## config.mk

```make
export PLATFORM = sky130hd
export DESIGN_NAME = usbt_parse_fifo_drain_ctrl
export DESIGN_NICKNAME = d
export VERILOG_FILES = /design/src/rtl/usbt_parse_fifo_drain_ctrl.sv
export SDC_FILE = /design/constraint.sdc
export NUM_CORES = 1
export LEC_CHECK = 0
export BUFFER_PORTS_ARGS = -buffer_cell sky130_fd_sc_hd__buf_4
export CAP_MARGIN = 20
export CORE_MARGIN = 5
export CORE_UTILIZATION = 49
export DETAILED_ROUTE_END_ITERATION = 8
export PLACE_DENSITY = 0.87
export SYNTH_ARGS = -nofsm -noshare
export SYNTH_HDL_FRONTEND = slang
export SYNTH_SLANG_ARGS = --single-unit
```

## constraint.sdc

```tcl
create_clock -name clk -period 5.75 [get_ports clk]
set_clock_uncertainty 0.05 [all_clocks]
set_input_delay 0.2875 -clock clk [delete_from_list [all_inputs] [get_ports clk]]
set_output_delay 0.2875 -clock clk [all_outputs]
set_load 0.005 [all_outputs]
```

## src/rtl/usbt_parse_fifo_drain_ctrl.sv

```systemverilog
// Read-side drain sequencer for the main-parse FIFO: starts packet drains and streams entries out.
// Optional partial-packet timeout trigger is built when USBT_DRAIN_TIMEOUT_EN is defined.
module usbt_parse_fifo_drain_ctrl #(
  parameter int DATA_WIDTH     = 32,
  parameter int COD_ENDP_WIDTH = 6,
  parameter int RAM_ADDR_WIDTH = 8,
  parameter int PKT_CNT_WIDTH  = 8,
  parameter int TIMEOUT_WIDTH  = 16
) (
  input  logic                      clk,
  input  logic                      reset_n,
  input  logic                      enable,
  input  logic [RAM_ADDR_WIDTH:0]   cut_through_th,
  input  logic [TIMEOUT_WIDTH-1:0]  timeout_value,
  input  logic                      wr_eop,
  input  logic                      fifo_read_ready,
  input  logic [RAM_ADDR_WIDTH:0]   fifo_read_used,
  input  logic                      fifo_eop,
  input  logic                      fifo_error,
  input  logic                      fifo_entry_type,
  input  logic [1:0]                fifo_d_width,
  input  logic [COD_ENDP_WIDTH-1:0] fifo_endp_entry,
  input  logic [DATA_WIDTH-1:0]     fifo_data,
  output logic                      fifo_read_command,
  input  logic                      dn_ready,
  output logic                      dn_valid,
  output logic                      dn_sop,
  output logic                      dn_eop,
  output logic                      dn_error,
  output logic                      dn_entry_type,
  output logic [1:0]                dn_d_width,
  output logic [COD_ENDP_WIDTH-1:0] dn_endp,
  output logic [DATA_WIDTH-1:0]     dn_data,
  output logic [PKT_CNT_WIDTH-1:0]  pkt_pending,
  output logic [PKT_CNT_WIDTH-1:0]  drained_pkt_cnt,
  output logic                      timeout_flag,
  output logic                      cnt_err,
  input  logic                      err_clr
);

  typedef enum logic [0:0] {IDLE = 1'b0, STREAM = 1'b1} state_e;

  localparam logic [PKT_CNT_WIDTH-1:0]  PKT_ZERO = {PKT_CNT_WIDTH{1'b0}};
  localparam logic [PKT_CNT_WIDTH-1:0]  PKT_ONES = {PKT_CNT_WIDTH{1'b1}};
  localparam logic [PKT_CNT_WIDTH-1:0]  PKT_ONE  = {{(PKT_CNT_WIDTH-1){1'b0}}, 1'b1};
  localparam logic [RAM_ADDR_WIDTH:0]   TH_ZERO  = {(RAM_ADDR_WIDTH+1){1'b0}};

  state_e                      state_q, state_d;
  logic                        sop_pend_q, sop_pend_d;
  logic                        dn_valid_q, dn_valid_d;
  logic                        dn_sop_q, dn_sop_d;
  logic                        dn_eop_q, dn_eop_d;
  logic                        dn_error_q, dn_error_d;
  logic                        dn_entry_type_q, dn_entry_type_d;
  logic [1:0]                  dn_d_width_q, dn_d_width_d;
  logic [COD_ENDP_WIDTH-1:0]   dn_endp_q, dn_endp_d;
  logic [DATA_WIDTH-1:0]       dn_data_q, dn_data_d;
  logic [PKT_CNT_WIDTH-1:0]    pkt_pending_q, pkt_pending_d;
  logic [PKT_CNT_WIDTH-1:0]    drained_q, drained_d;
  logic                        timeout_flag_q, timeout_flag_d;
  logic                        cnt_err_q, cnt_err_d;

  logic pop_s;
  logic eop_pop_s;
  logic th_trig_s;
  logic to_hit_s;
  logic go_s;

`ifdef USBT_DRAIN_TIMEOUT_EN
  localparam logic [TIMEOUT_WIDTH-1:0] TO_ZERO = {TIMEOUT_WIDTH{1'b0}};
  localparam logic [TIMEOUT_WIDTH-1:0] TO_ONES = {TIMEOUT_WIDTH{1'b1}};
  logic [TIMEOUT_WIDTH-1:0] to_cnt_q, to_cnt_d;
  logic                     to_run_s;

  // Idle-with-data cycle counter; hit fires on the timeout_value-th such cycle.
  always_comb begin
    to_run_s = (state_q == IDLE) && fifo_read_ready && (pkt_pending_q == PKT_ZERO);
    to_hit_s = 1'b0;
    to_cnt_d = TO_ZERO;
    if (to_run_s) begin
      to_hit_s = (timeout_value != TO_ZERO) &&
                 (({1'b0, to_cnt_q} + {{TIMEOUT_WIDTH{1'b0}}, 1'b1}) >= {1'b0, timeout_value});
      to_cnt_d = (to_cnt_q == TO_ONES) ? to_cnt_q : (to_cnt_q + {{(TIMEOUT_WIDTH-1){1'b0}}, 1'b1});
    end else begin
      to_hit_s = 1'b0;
      to_cnt_d = TO_ZERO;
    end
  end

  // Timeout counter register.
  always_ff @(posedge clk) begin
    if (!reset_n) begin
      to_cnt_q <= TO_ZERO;
    end else begin
      to_cnt_q <= to_cnt_d;
    end
  end

  assign timeout_flag = timeout_flag_q;
`else
  logic unused_timeout_s;
  assign unused_timeout_s = ^timeout_value;
  assign to_hit_s         = 1'b0;
  assign timeout_flag     = 1'b0;
`endif

  // Pop qualification and drain-start decision; gated so nothing pops while in reset.
  always_comb begin
    pop_s     = reset_n && fifo_read_ready && (state_q == STREAM) && (!dn_valid_q || dn_ready);
    eop_pop_s = pop_s && fifo_eop;
    th_trig_s = (cut_through_th != TH_ZERO) && (fifo_read_used >= cut_through_th);
    go_s      = (state_q == IDLE) && enable && fifo_read_ready &&
                ((pkt_pending_q != PKT_ZERO) || th_trig_s || to_hit_s);
  end

  assign fifo_read_command = pop_s;

  // Next-state logic for FSM, output beat, counters and sticky flags.
  always_comb begin
    state_d         = state_q;
    sop_pend_d      = sop_pend_q;
    dn_valid_d      = dn_valid_q;
    dn_sop_d        = dn_sop_q;
    dn_eop_d        = dn_eop_q;
    dn_error_d      = dn_error_q;
    dn_entry_type_d = dn_entry_type_q;
    dn_d_width_d    = dn_d_width_q;
    dn_endp_d       = dn_endp_q;
    dn_data_d       = dn_data_q;
    pkt_pending_d   = pkt_pending_q;
    drained_d       = drained_q;
    timeout_flag_d  = timeout_flag_q;
    cnt_err_d       = cnt_err_q;

    case (state_q)
      IDLE: begin
        if (go_s) begin
          state_d    = STREAM;
          sop_pend_d = 1'b1;
        end else begin
          state_d    = IDLE;
        end
      end
      STREAM: begin
        if (eop_pop_s) begin
          state_d = IDLE;
        end else begin
          state_d = STREAM;
        end
      end
      default: begin
        state_d = IDLE;
      end
    endcase

    if (pop_s) begin
      dn_valid_d      = 1'b1;
      dn_sop_d        = sop_pend_q;
      dn_eop_d        = fifo_eop;
      dn_error_d      = fifo_error;
      dn_entry_type_d = fifo_entry_type;
      dn_d_width_d    = fifo_d_width;
      dn_endp_d       = fifo_endp_entry;
      dn_data_d       = fifo_data;
      sop_pend_d      = 1'b0;
    end else if (dn_ready) begin
      dn_valid_d = 1'b0;
    end else begin
      dn_valid_d = dn_valid_q;
    end

    // A simultaneous commit and drain of an EOP cancel out.
    if (wr_eop && !eop_pop_s) begin
      if (pkt_pending_q == PKT_ONES) begin
        cnt_err_d = 1'b1;
      end else begin
        pkt_pending_d = pkt_pending_q + PKT_ONE;
      end
    end else if (eop_pop_s && !wr_eop) begin
      if (pkt_pending_q == PKT_ZERO) begin
        cnt_err_d = 1'b1;
      end else begin
        pkt_pending_d = pkt_pending_q - PKT_ONE;
      end
    end else begin
      pkt_pending_d = pkt_pending_q;
    end

    if (eop_pop_s) begin
      drained_d = drained_q + PKT_ONE;
    end else begin
      drained_d = drained_q;
    end

    if (go_s && to_hit_s) begin
      timeout_flag_d = 1'b1;
    end else begin
      timeout_flag_d = timeout_flag_q;
    end

    if (err_clr) begin
      timeout_flag_d = 1'b0;
      cnt_err_d      = 1'b0;
    end else begin
      cnt_err_d      = cnt_err_d;
    end
  end

  // State and output registers.
  always_ff @(posedge clk) begin
    if (!reset_n) begin
      state_q         <= IDLE;
      sop_pend_q      <= 1'b0;
      dn_valid_q      <= 1'b0;
      dn_sop_q        <= 1'b0;
      dn_eop_q        <= 1'b0;
      dn_error_q      <= 1'b0;
      dn_entry_type_q <= 1'b0;
      dn_d_width_q    <= 2'b00;
      dn_endp_q       <= {COD_ENDP_WIDTH{1'b0}};
      dn_data_q       <= {DATA_WIDTH{1'b0}};
      pkt_pending_q   <= PKT_ZERO;
      drained_q       <= PKT_ZERO;
      timeout_flag_q  <= 1'b0;
      cnt_err_q       <= 1'b0;
    end else begin
      state_q         <= state_d;
      sop_pend_q      <= sop_pend_d;
      dn_valid_q      <= dn_valid_d;
      dn_sop_q        <= dn_sop_d;
      dn_eop_q        <= dn_eop_d;
      dn_error_q      <= dn_error_d;
      dn_entry_type_q <= dn_entry_type_d;
      dn_d_width_q    <= dn_d_width_d;
      dn_endp_q       <= dn_endp_d;
      dn_data_q       <= dn_data_d;
      pkt_pending_q   <= pkt_pending_d;
      drained_q       <= drained_d;
      timeout_flag_q  <= timeout_flag_d;
      cnt_err_q       <= cnt_err_d;
    end
  end

  assign dn_valid        = dn_valid_q;
  assign dn_sop          = dn_sop_q;
  assign dn_eop          = dn_eop_q;
  assign dn_error        = dn_error_q;
  assign dn_entry_type   = dn_entry_type_q;
  assign dn_d_width      = dn_d_width_q;
  assign dn_endp         = dn_endp_q;
  assign dn_data         = dn_data_q;
  assign pkt_pending     = pkt_pending_q;
  assign drained_pkt_cnt = drained_q;
  assign cnt_err         = cnt_err_q;

endmodule

```

==> impl_metrics.py, run 1 <==
metrics = {
    "yosys": {
        "synth-edff-count": 0,
        "ys_warn_count": 0,
        "synthTopCellsByArea": "dfxtp_1, nand2_1, o21ai_1",
        "syn_area_sq_um": 2870,
        "synthArstFlopShare": 0,
        "synth.largest_area_cell": "dfxtp_1",
        "ys_seq_area_frac": 0.446,
        "yosysMostFrequentCell": "nand2_1",
        "synth_top_area_share": 0.446,
        "synth_seq_cells": 64,
        "avgSynthCellArea_sq_um": 8.16,
        "synth_cells": 352,
        "synth_nets": 454,
        "synthTopCellsByCount": "nand2_1, dfxtp_1, o21ai_1",
        "synth_flop_cell": "dfxtp_1",
        "synth_cell_types": 41,
    },
    "placement": {
        "hpwlAfterDp_mm": 5.71,
        "place_area_sq_um": 3840,
        "globalplace.congestion": 0.856,
        "port_buffers": 130,
    },
    "worst_setup_path": {
        "crit_type": "in2reg",
        "critPathMaxFanout": 52,
        "r2r_slack_ns": 2.77,
        "crit_slowest_cell": "buf_4",
        "r2r_cells": 11,
        "r2r-end": "pkt_pending[7]",
        "max_stage_delay_ns": 0.42,
        "r2r-start": "state_q",
        "critPathArrivalTime_ns": 3.26,
        "cp.required_ns": 5.96,
        "end_kind": "flop",
        "cp-start-kind": "input port",
        "crit_chain": "buf_4 -> and3_1 -> and3_1 -> inv_4 -> ha_1 -> inv_1 -> ha_1 -> a21o_1 -> a21oi_1 -> o31ai_1 -> mux2i_1 -> mux2i_1",
    },
    "layout": {
        "final_nets": 576,
        "antenna_cells": 0,
        "nFillCells": 430,
        "final_util": 0.721,
        "drive_gt1_frac": 0.317,
        "final_area_sq_um": 4050,
        "areaGrowthSynthToFinish_pct": 40.8,
    },
    "clock_tree": {
        "post-cts-setup-buffers": 0,
        "cts_resized": 0,
        "holdBufCountCts": 0,
        "numCtsBuffers": 9,
        "cts_tree": "yes",
        "cts_sinks": 64,
        "cts.path.max_buffers": 2,
        "clock_latency_ns": 0.33,
        "root_buffer": "clkbuf_8",
        "htree_levels": 3,
        "clk_pin_slew_ns": 0.07,
    },
    "global_routing": {
        "track_usage": 0.205,
        "grt_pass1_wl_mm": 12.2,
        "grt_max_degree": 53,
        "grt_overflow": 0,
        "grt_pass1_vias": 2771,
        "antenna_found_initial": 0,
    },
    "die": {
        "die_h_um": 86.6,
        "start_util": 0.512,
        "io_pins": 148,
        "die_w_um": 86.6,
        "rows": 27,
        "core-area_sq_um": 5610,
        "dieArea_sq_um": 7490,
    },
    "min_path": {
        "hp-class": "in2reg",
        "whs_path_depth": 2,
        "worst_hold_path.endpoint": "cnt_err",
        "hold_start": "err_clr",
    },
    "timing": {
        "fin_crit_ns": 3.05,
        "hold_viol_final": 0,
        "final-setup-viol-count": 0,
        "finalCritPeriodShare": 0.531,
        "grt_setup_unrepaired": "false",
        "setup-tns-final_ns": 0,
        "clock.fmax_mhz": 328,
        "holdWs_ns": 0.0673,
        "worst_slew_pin_slew_ns": 0.652,
        "relSlewSlack": 0.565,
        "final_max_slew_viol_count": 0,
    },
    "detailed_routing": {
        "routedWlPerCell_um": 13.7,
        "wirelength_mm": 7.57,
        "drc": 0,
        "ant_nets": 0,
        "dr_total_vias": 2774,
        "drtIter0Drc": 84,
        "dr.pass1.iters": 4,
        "viasPerCell": 5.03,
    },
    "job": {
        "drv_cap": 0,
    },
    "power": {
        "total_power_mw": 1.23,
        "power_density_nw_per_um2": 305,
        "peakVddDrop_v": 0.000220,
        "cellLeakagePower_nw": 1.88,
    },
    "run_status": {
        "status": "completed",
    },
}
[layout make-up]
type                            count  area (sq um)  area share
Multi-Input combinational cell    253          1430       0.352
Sequential cell                    64          1280       0.317
Timing Repair Buffer              131           983       0.243
Clock buffer                       11           151      0.0374
Tap cell                           72          90.1      0.0223
Inverter                           15          58.8      0.0145
Clock inverter                      5          55.1      0.0136
[registers in the layout, indices dropped and copies added (netlist names)]
| signal | count |
|---|---|
| dn_data | 32 |
| drained_pkt_cnt | 8 |
| pkt_pending | 8 |
| dn_endp | 6 |
| dn_d_width | 2 |
| cnt_err | 1 |
| dn_entry_type | 1 |
| dn_eop | 1 |
| dn_error | 1 |
| dn_sop | 1 |
| dn_valid | 1 |
| sop_pend_q | 1 |
| state_q | 1 |
[worst max path at each step]
stage / start / endpoint / slack (ns)
2_1_floorplan: reset_n / pkt_pending[7] / 3.17
3_3_place_gp: reset_n / pkt_pending[7] / 2.47
3_5_place_dp: reset_n / pkt_pending[7] / 2.38
4_1_cts: reset_n / pkt_pending[7] / 2.73
5_1_grt: reset_n / pkt_pending[7] / 2.52
6_report: reset_n / pkt_pending[7] / 2.70
[routing by layer]
metal,track usage,vias up,share of wire
met3,0.0951,13,0.12
li1,-,1414,-
met2,0.339,102,0.48
met5,0,-,0
met1,0.229,1245,0.38
met4,0.0793,0,0.018
[stage by stage]
stage / worst slack (ns) / instances
final: 2.70 / 551
after CTS: 2.73 / 551
after global placement: 2.47 / 535
after detailed placement: 2.38 / 535
after floorplan: 3.17 / 352
after global routing: 2.52 / 551
[cell families (layout without fill, tap and decap cells)]
kind of cell               count (synthesis)  after routing  synth area share
AOI/OAI and AO/OA                         71             71             0.139
xor gates and xnor gates                  13             13            0.0396
adders and majority gates                 18             18            0.0810
buffers and inverters                     35            162            0.0584
DFF                                       64             64             0.446
muxes                                      5              5            0.0174
other                                      1              1           0.00131
and+or+nand+nor                          145            145             0.217
[power by group]
| group | internal (mW) | switching (mW) |
|---|---|---|
| logic | 0.163 | 0.148 |
| clock network | 0.222 | 0.170 |
| registers | 0.484 | 0.0442 |
| total | 0.870 | 0.363 |
[critical path: cells and delay by family]
kind                     cells  cell delay (ns)
AND/OR/NAND/NOR              2             0.62
AO/OA/AOI/OAI                3             0.60
adder cells (fa/ha/maj)      2             0.54
buffers and inverters        3             0.77
multiplexers                 2             0.41
[layout by cell type, fill, tap and decap left out, types with 2 or more instances in the layout]
master,Yosys,layout
nand3_1,5,5
mux2i_1,5,5
nand2b_1,3,3
a21oi_1,11,11
nor4_1,3,3
and3_1,3,3
clkbuf_8,0,11
xnor2_1,6,6
buf_4,3,131
nor3_1,2,2
a21o_1,2,2
o21ai_0,3,3
inv_1,14,14
o21ai_1,44,44
nand2_1,103,103
o22ai_1,2,2
nor2_1,14,14
nand4_1,6,6
ha_1,17,17
xor2_1,7,7
clkinv_2,0,2
dfxtp_1,64,64
clkinvlp_4,0,2
No activity file was read; power rests on OpenSTA's default activity.
==> inputs of run 2 (changes only) <==
- CORE_UTILIZATION: 49 -> 45
- PLACE_DENSITY: 0.87 -> 0.8
- clock period: 5.75 -> 3.2 ns (I/O delays scaled with it)
==> run 2 against run 1 <==
Compared with the run above:
- clock power up 97%
- combinational power up 91%
- wire length up 14%
- final cell count up 8.9%
- sequential share of layout area down 3.3 points
- highest routed layer unchanged
- register-to-register slack worse by 2.3 ns
- die area up 7.8%
- critical endpoint unchanged
- power up 88%
- first-iteration DRC count up 7.1%
- final area up 11%
==> impl_metrics.py, run 2 (synthesis results as in run 1) <==
metrics = {
    "worst_setup_path": {
        "r2r-start": "state_q",
        "crit_slowest_cell": "o31ai_1",
        "crit_type": "reg2reg",
        "max_stage_delay_ns": 0.38,
        "crit_chain": "and3_1 -> and3_1 -> inv_4 -> ha_1 -> inv_1 -> ha_1 -> a21o_1 -> a21oi_1 -> o31ai_1 -> mux2i_1 -> mux2i_1",
        "critPathArrivalTime_ns": 2.92,
        "cp-start-kind": "flop",
        "end_kind": "flop",
        "crit_path_start": "state_q",
        "critPathMaxFanout": 8,
        "path_delay_family": "compound AO/OA/AOI/OAI gates",
        "critPathBufInv": 2,
        "cp.required_ns": 3.42,
    },
    "detailed_routing": {
        "wl_met1_mm": 3.34,
        "routedWlPerCell_um": 14.4,
        "dr_total_vias": 2973,
        "drc": 0,
        "met2_length_mm": 4.37,
        "highest_layer": "met4",
        "dr.pass1.iters": 5,
        "ant_nets": 0,
        "viasPerCell": 4.96,
        "wl_met3_um": 733,
        "wirelength_mm": 8.62,
        "drtIter0Drc": 90,
    },
    "placement": {
        "port_buffers": 130,
        "hpwlAfterDp_mm": 5.70,
        "globalplace.congestion": 0.814,
        "place_ws_ns": 0.510,
    },
    "timing": {
        "setup-tns-final_ns": 0,
        "grt_setup_unrepaired": "false",
        "holdWs_ns": 0.0229,
        "clock.fmax_mhz": 370,
        "hold_viol_final": 0,
        "fin_crit_ns": 2.71,
        "final-setup-viol-count": 0,
        "timing.final.ws_setup_ns": 0.495,
        "relSlewSlack": 0.640,
        "finalCritPeriodShare": 0.845,
        "final_max_slew_viol_count": 0,
        "worst_slew_pin_slew_ns": 0.540,
    },
    "layout": {
        "areaGrowthSynthToFinish_pct": 56.9,
        "antenna_cells": 0,
        "final_cell_mix": "buf_4, nand2_1, dfxtp_1",
        "mostFrequentLayoutCell": "buf_4",
        "nFillCells": 456,
        "multiInputGateArea_sq_um": 1430,
        "largest_reg_flops": 32,
        "final_nets": 621,
        "drive_gt1_frac": 0.293,
        "seq_area_sq_um": 1280,
    },
    "power": {
        "cellLeakagePower_nw": 2.09,
        "power_density_nw_per_um2": 514,
        "peakVddDrop_v": 0.000408,
    },
    "global_routing": {
        "grt_overflow": 0,
        "grt_pass1_wl_mm": 14.4,
        "grt_pass1_vias": 3093,
        "track_usage": 0.215,
        "grt_max_degree": 56,
        "antenna_found_initial": 0,
    },
    "die": {
        "start_util": 0.458,
        "io_pins": 148,
        "dieArea_sq_um": 8080,
        "rows": 29,
        "die_w_um": 89.9,
        "core-area_sq_um": 6280,
        "die_h_um": 89.9,
    },
    "clock_tree": {
        "cts_tree": "yes",
        "cts_resized": 0,
        "numCtsBuffers": 9,
        "clk_pin_slew_ns": 0.07,
        "cts.path.max_buffers": 2,
        "htree_levels": 3,
        "root_buffer": "clkbuf_8",
        "clock_latency_ns": 0.33,
        "cts_sinks": 64,
    },
    "run_status": {
        "status": "completed",
    },
    "min_path": {
        "hp-class": "in2reg",
        "hold_start": "fifo_data[15]",
    },
    "job": {
        "drv_cap": 0,
    },
}
==> run 2: cell types whose count changed in the layout (fill, tap and decap cells not counted), sizes merged <==
cell	previous run	this run
buf	131	134
clkinvlp	2	0
clkinv	2	1
clkbuf	11	12
dlygate4sd3	0	42
bufinv	1	2
==> run 2: area by class of cell <==
class | instances | share of cell area
clock inverters | 3 | 0.0144
repair buffers | 176 | 0.316
well taps | 77 | 0.0214
multi-input cells | 253 | 0.316
inverters | 15 | 0.0130
clock buffers | 12 | 0.0344
flip-flops and latches | 64 | 0.284
==> run 2: repair_timing <==
| action | 4_1_cts | 5_1_grt |
|---|---|---|
| hold buffers | 42 | 0 |
| setup buffers | 0 | 0 |
| endpoints found under the hold margin | 42 | 0 |
==> run 2: path summary, 6_finish.rpt <==
kind | endpoint | cells past startpoint | slack, ns
worst max-delay path | pkt_pending[7] | 11 | 0.49
worst min-delay path | dn_data[15] | 3 | 0.02
worst max register to register | pkt_pending[7] | 11 | 0.49
worst min register to register | dn_data[9] | 2 | 0.40
==> run 2: routing by layer <==
layer / track usage / up-vias
met5: 0 / -
met1: 0.239 / 1356
li1: - / 1502
met2: 0.368 / 99
met4: 0.0732 / 0
met3: 0.0885 / 16
==> run 2: metrics by stage <==
stage          std cells  utilization  area (sq um)  power, mW
6_report             600        0.718          4510       2.32
5_1_grt              600        0.718          4510       2.47
4_1_cts              600        0.718          4510       2.33
3_5_place_dp         543        0.616          3870       1.52
3_3_place_gp         543        0.616          3870       1.49
2_1_floorplan        352            -          2870       1.28
==> run 2: worst register-to-register path, cell delays in order (launching register included) <==
cell and delay (ns):
dfxtp_1 0.33, and3_1 0.19, and3_1 0.22, inv_4 0.11, ha_1 0.22, inv_1 0.17
ha_1 0.31, a21o_1 0.10, a21oi_1 0.10, o31ai_1 0.38, mux2i_1 0.27, mux2i_1 0.19
==> run 2: report_power, final <==
| part | switching [mW] | leakage, nW | internal, mW |
|---|---|---|---|
| Clock | 0.300 | 0.112 | 0.476 |
| Combinational | 0.267 | 1.45 | 0.329 |
| Sequential | 0.0764 | 0.520 | 0.870 |
| Total | 0.643 | 2.09 | 1.68 |
==> inputs of run 3 (changes only) <==
- clock period: 3.2 -> 2.75 ns (I/O delays scaled with it)
==> run 3 against run 2 <==
Compared with the run above:
- final area down 0.33%
- die area did not move
- register-to-register slack worse by 0.32 ns
- final cell count is 0.50% higher
- largest cell class unchanged
==> impl_metrics.py, run 3 (synthesis results as in run 1) <==
metrics = {
    "worst_setup_path": {
        "cp.required_ns": 2.90,
        "critPathMaxFanout": 8,
        "crit_path_start": "state_q",
        "critPathArrivalTime_ns": 2.73,
        "crit_type": "reg2reg",
        "crit_chain": "and3_1 -> and3_1 -> inv_4 -> ha_1 -> inv_2 -> ha_1 -> a21o_1 -> a21oi_1 -> o21ai_0 -> xnor2_1 -> o22ai_1",
        "end_kind": "flop",
        "cp-start-kind": "flop",
        "r2r-start": "state_q",
        "max_stage_delay_ns": 0.36,
        "crit_slowest_cell": "dfxtp_1",
    },
    "clock_tree": {
        "numCtsBuffers": 9,
        "clock_latency_ns": 0.33,
        "htree_levels": 3,
        "clk_pin_slew_ns": 0.07,
        "cts_sinks": 64,
        "cts.path.max_buffers": 2,
        "post-cts-setup-buffers": 0,
        "root_buffer": "clkbuf_8",
        "cts_tree": "yes",
    },
    "layout": {
        "final_nets": 623,
        "mostFrequentLayoutCell": "buf_4",
        "stdcell_count": 603,
        "antenna_cells": 0,
        "largest_reg_flops": 32,
        "nFillCells": 471,
        "areaGrowthSynthToFinish_pct": 56.4,
        "multiInputGateArea_sq_um": 1430,
        "seq_area_sq_um": 1280,
        "drive_gt1_frac": 0.297,
        "final_cell_mix": "buf_4, nand2_1, dfxtp_1",
    },
    "timing": {
        "fin_crit_ns": 2.58,
        "clock.fmax_mhz": 388,
        "finalCritPeriodShare": 0.937,
        "setup-tns-final_ns": 0,
        "relSlewSlack": 0.634,
        "final_max_slew_viol_count": 0,
        "hold_viol_final": 0,
        "grt_setup_unrepaired": "false",
        "final-setup-viol-count": 0,
        "worst_slew_pin_slew_ns": 0.549,
    },
    "die": {
        "die_h_um": 89.9,
        "start_util": 0.458,
        "dieArea_sq_um": 8080,
        "die_w_um": 89.9,
        "io_pins": 148,
        "core-area_sq_um": 6280,
        "rows": 29,
    },
    "detailed_routing": {
        "drc": 0,
        "dr.pass1.iters": 4,
        "ant_nets": 0,
        "viasPerCell": 5.05,
        "dr_total_vias": 3045,
        "routedWlPerCell_um": 15.1,
        "drtIter0Drc": 104,
        "wirelength_mm": 9.10,
    },
    "placement": {
        "globalplace.congestion": 0.789,
        "port_buffers": 130,
        "hpwlAfterDp_mm": 5.69,
        "dpl.cell_count": 544,
    },
    "global_routing": {
        "grt_pass1_vias": 3117,
        "track_usage": 0.225,
        "grt_overflow": 0,
        "antenna_found_initial": 0,
        "grt_pass1_wl_mm": 15.0,
        "grt_max_degree": 52,
    },
    "job": {
        "drv_cap": 0,
    },
    "power": {
        "peakVddDrop_v": 0.000523,
        "cellLeakagePower_nw": 2.07,
        "power_density_nw_per_um2": 577,
    },
    "min_path": {
        "hold_start": "fifo_read_ready",
        "hp-class": "in2reg",
    },
    "run_status": {
        "status": "completed",
    },
}
run 3: what timing repair did:
action	CTS	global route
setup endpoints to repair	0	3
hold buffers	43	0
endpoints found under the hold margin	43	0
gates resized for setup	0	1
run 3: final timing paths:
| check | endpoint | slack, ns | cells past startpoint |
|---|---|---|---|
| max | pkt_pending[5] | 0.17 | 11 |
| min reg2reg | dn_data[13] | 0.40 | 2 |
| max reg2reg | pkt_pending[5] | 0.17 | 11 |
| min | dn_valid | 0.03 | 3 |
run 3: layer usage:
layer	share of wire	GRT usage	vias up
met2	0.50	0.389	110
met3	0.087	0.0826	15
met4	0.021	0.0819	0
met5	0	0	-
met1	0.39	0.252	1418
li1	-	-	1502
run 3: layout make-up:
cell class | count | share of cell area
Sequential cell | 64 | 0.285
Multi-Input combinational cell | 253 | 0.317
Tap cell | 77 | 0.0214
Timing Repair Buffer | 178 | 0.321
Inverter | 15 | 0.0131
Clock buffer | 10 | 0.0284
Clock inverter | 6 | 0.0134
run 3: per-stage QoR:
stage | cell area [sq um] | power, mW | util | hold WS (ns) | setup WS, ns
after floorplan | 2870 | 1.49 | - | 0.164 | 0.273
after global placement | 3870 | 1.74 | 0.617 | 0.253 | 0.195
after detailed placement | 3870 | 1.77 | 0.617 | 0.255 | 0.103
after CTS | 4490 | 2.60 | 0.716 | 0.0172 | 0.0763
after global routing | 4490 | 2.74 | 0.716 | 0.0204 | 0.00944
final | 4490 | 2.59 | 0.716 | 0.0295 | 0.172
run 3: critical path: cells and delay by family (launching register included):
family	cells	cell delay [ns]
buffers and inverters	2	0.21
AO/OA/AOI/OAI	4	0.72
flip-flops	1	0.36
XOR/XNOR	1	0.22
adder cells (fa/ha/maj)	2	0.49
AND/OR/NAND/NOR	2	0.40
run 3: power by group:
group	total [mW]	switching [mW]	internal (mW)
combinational	0.713	0.328	0.386
clock	0.778	0.364	0.414
sequential	1.10	0.0908	1.01
total	2.59	0.783	1.81
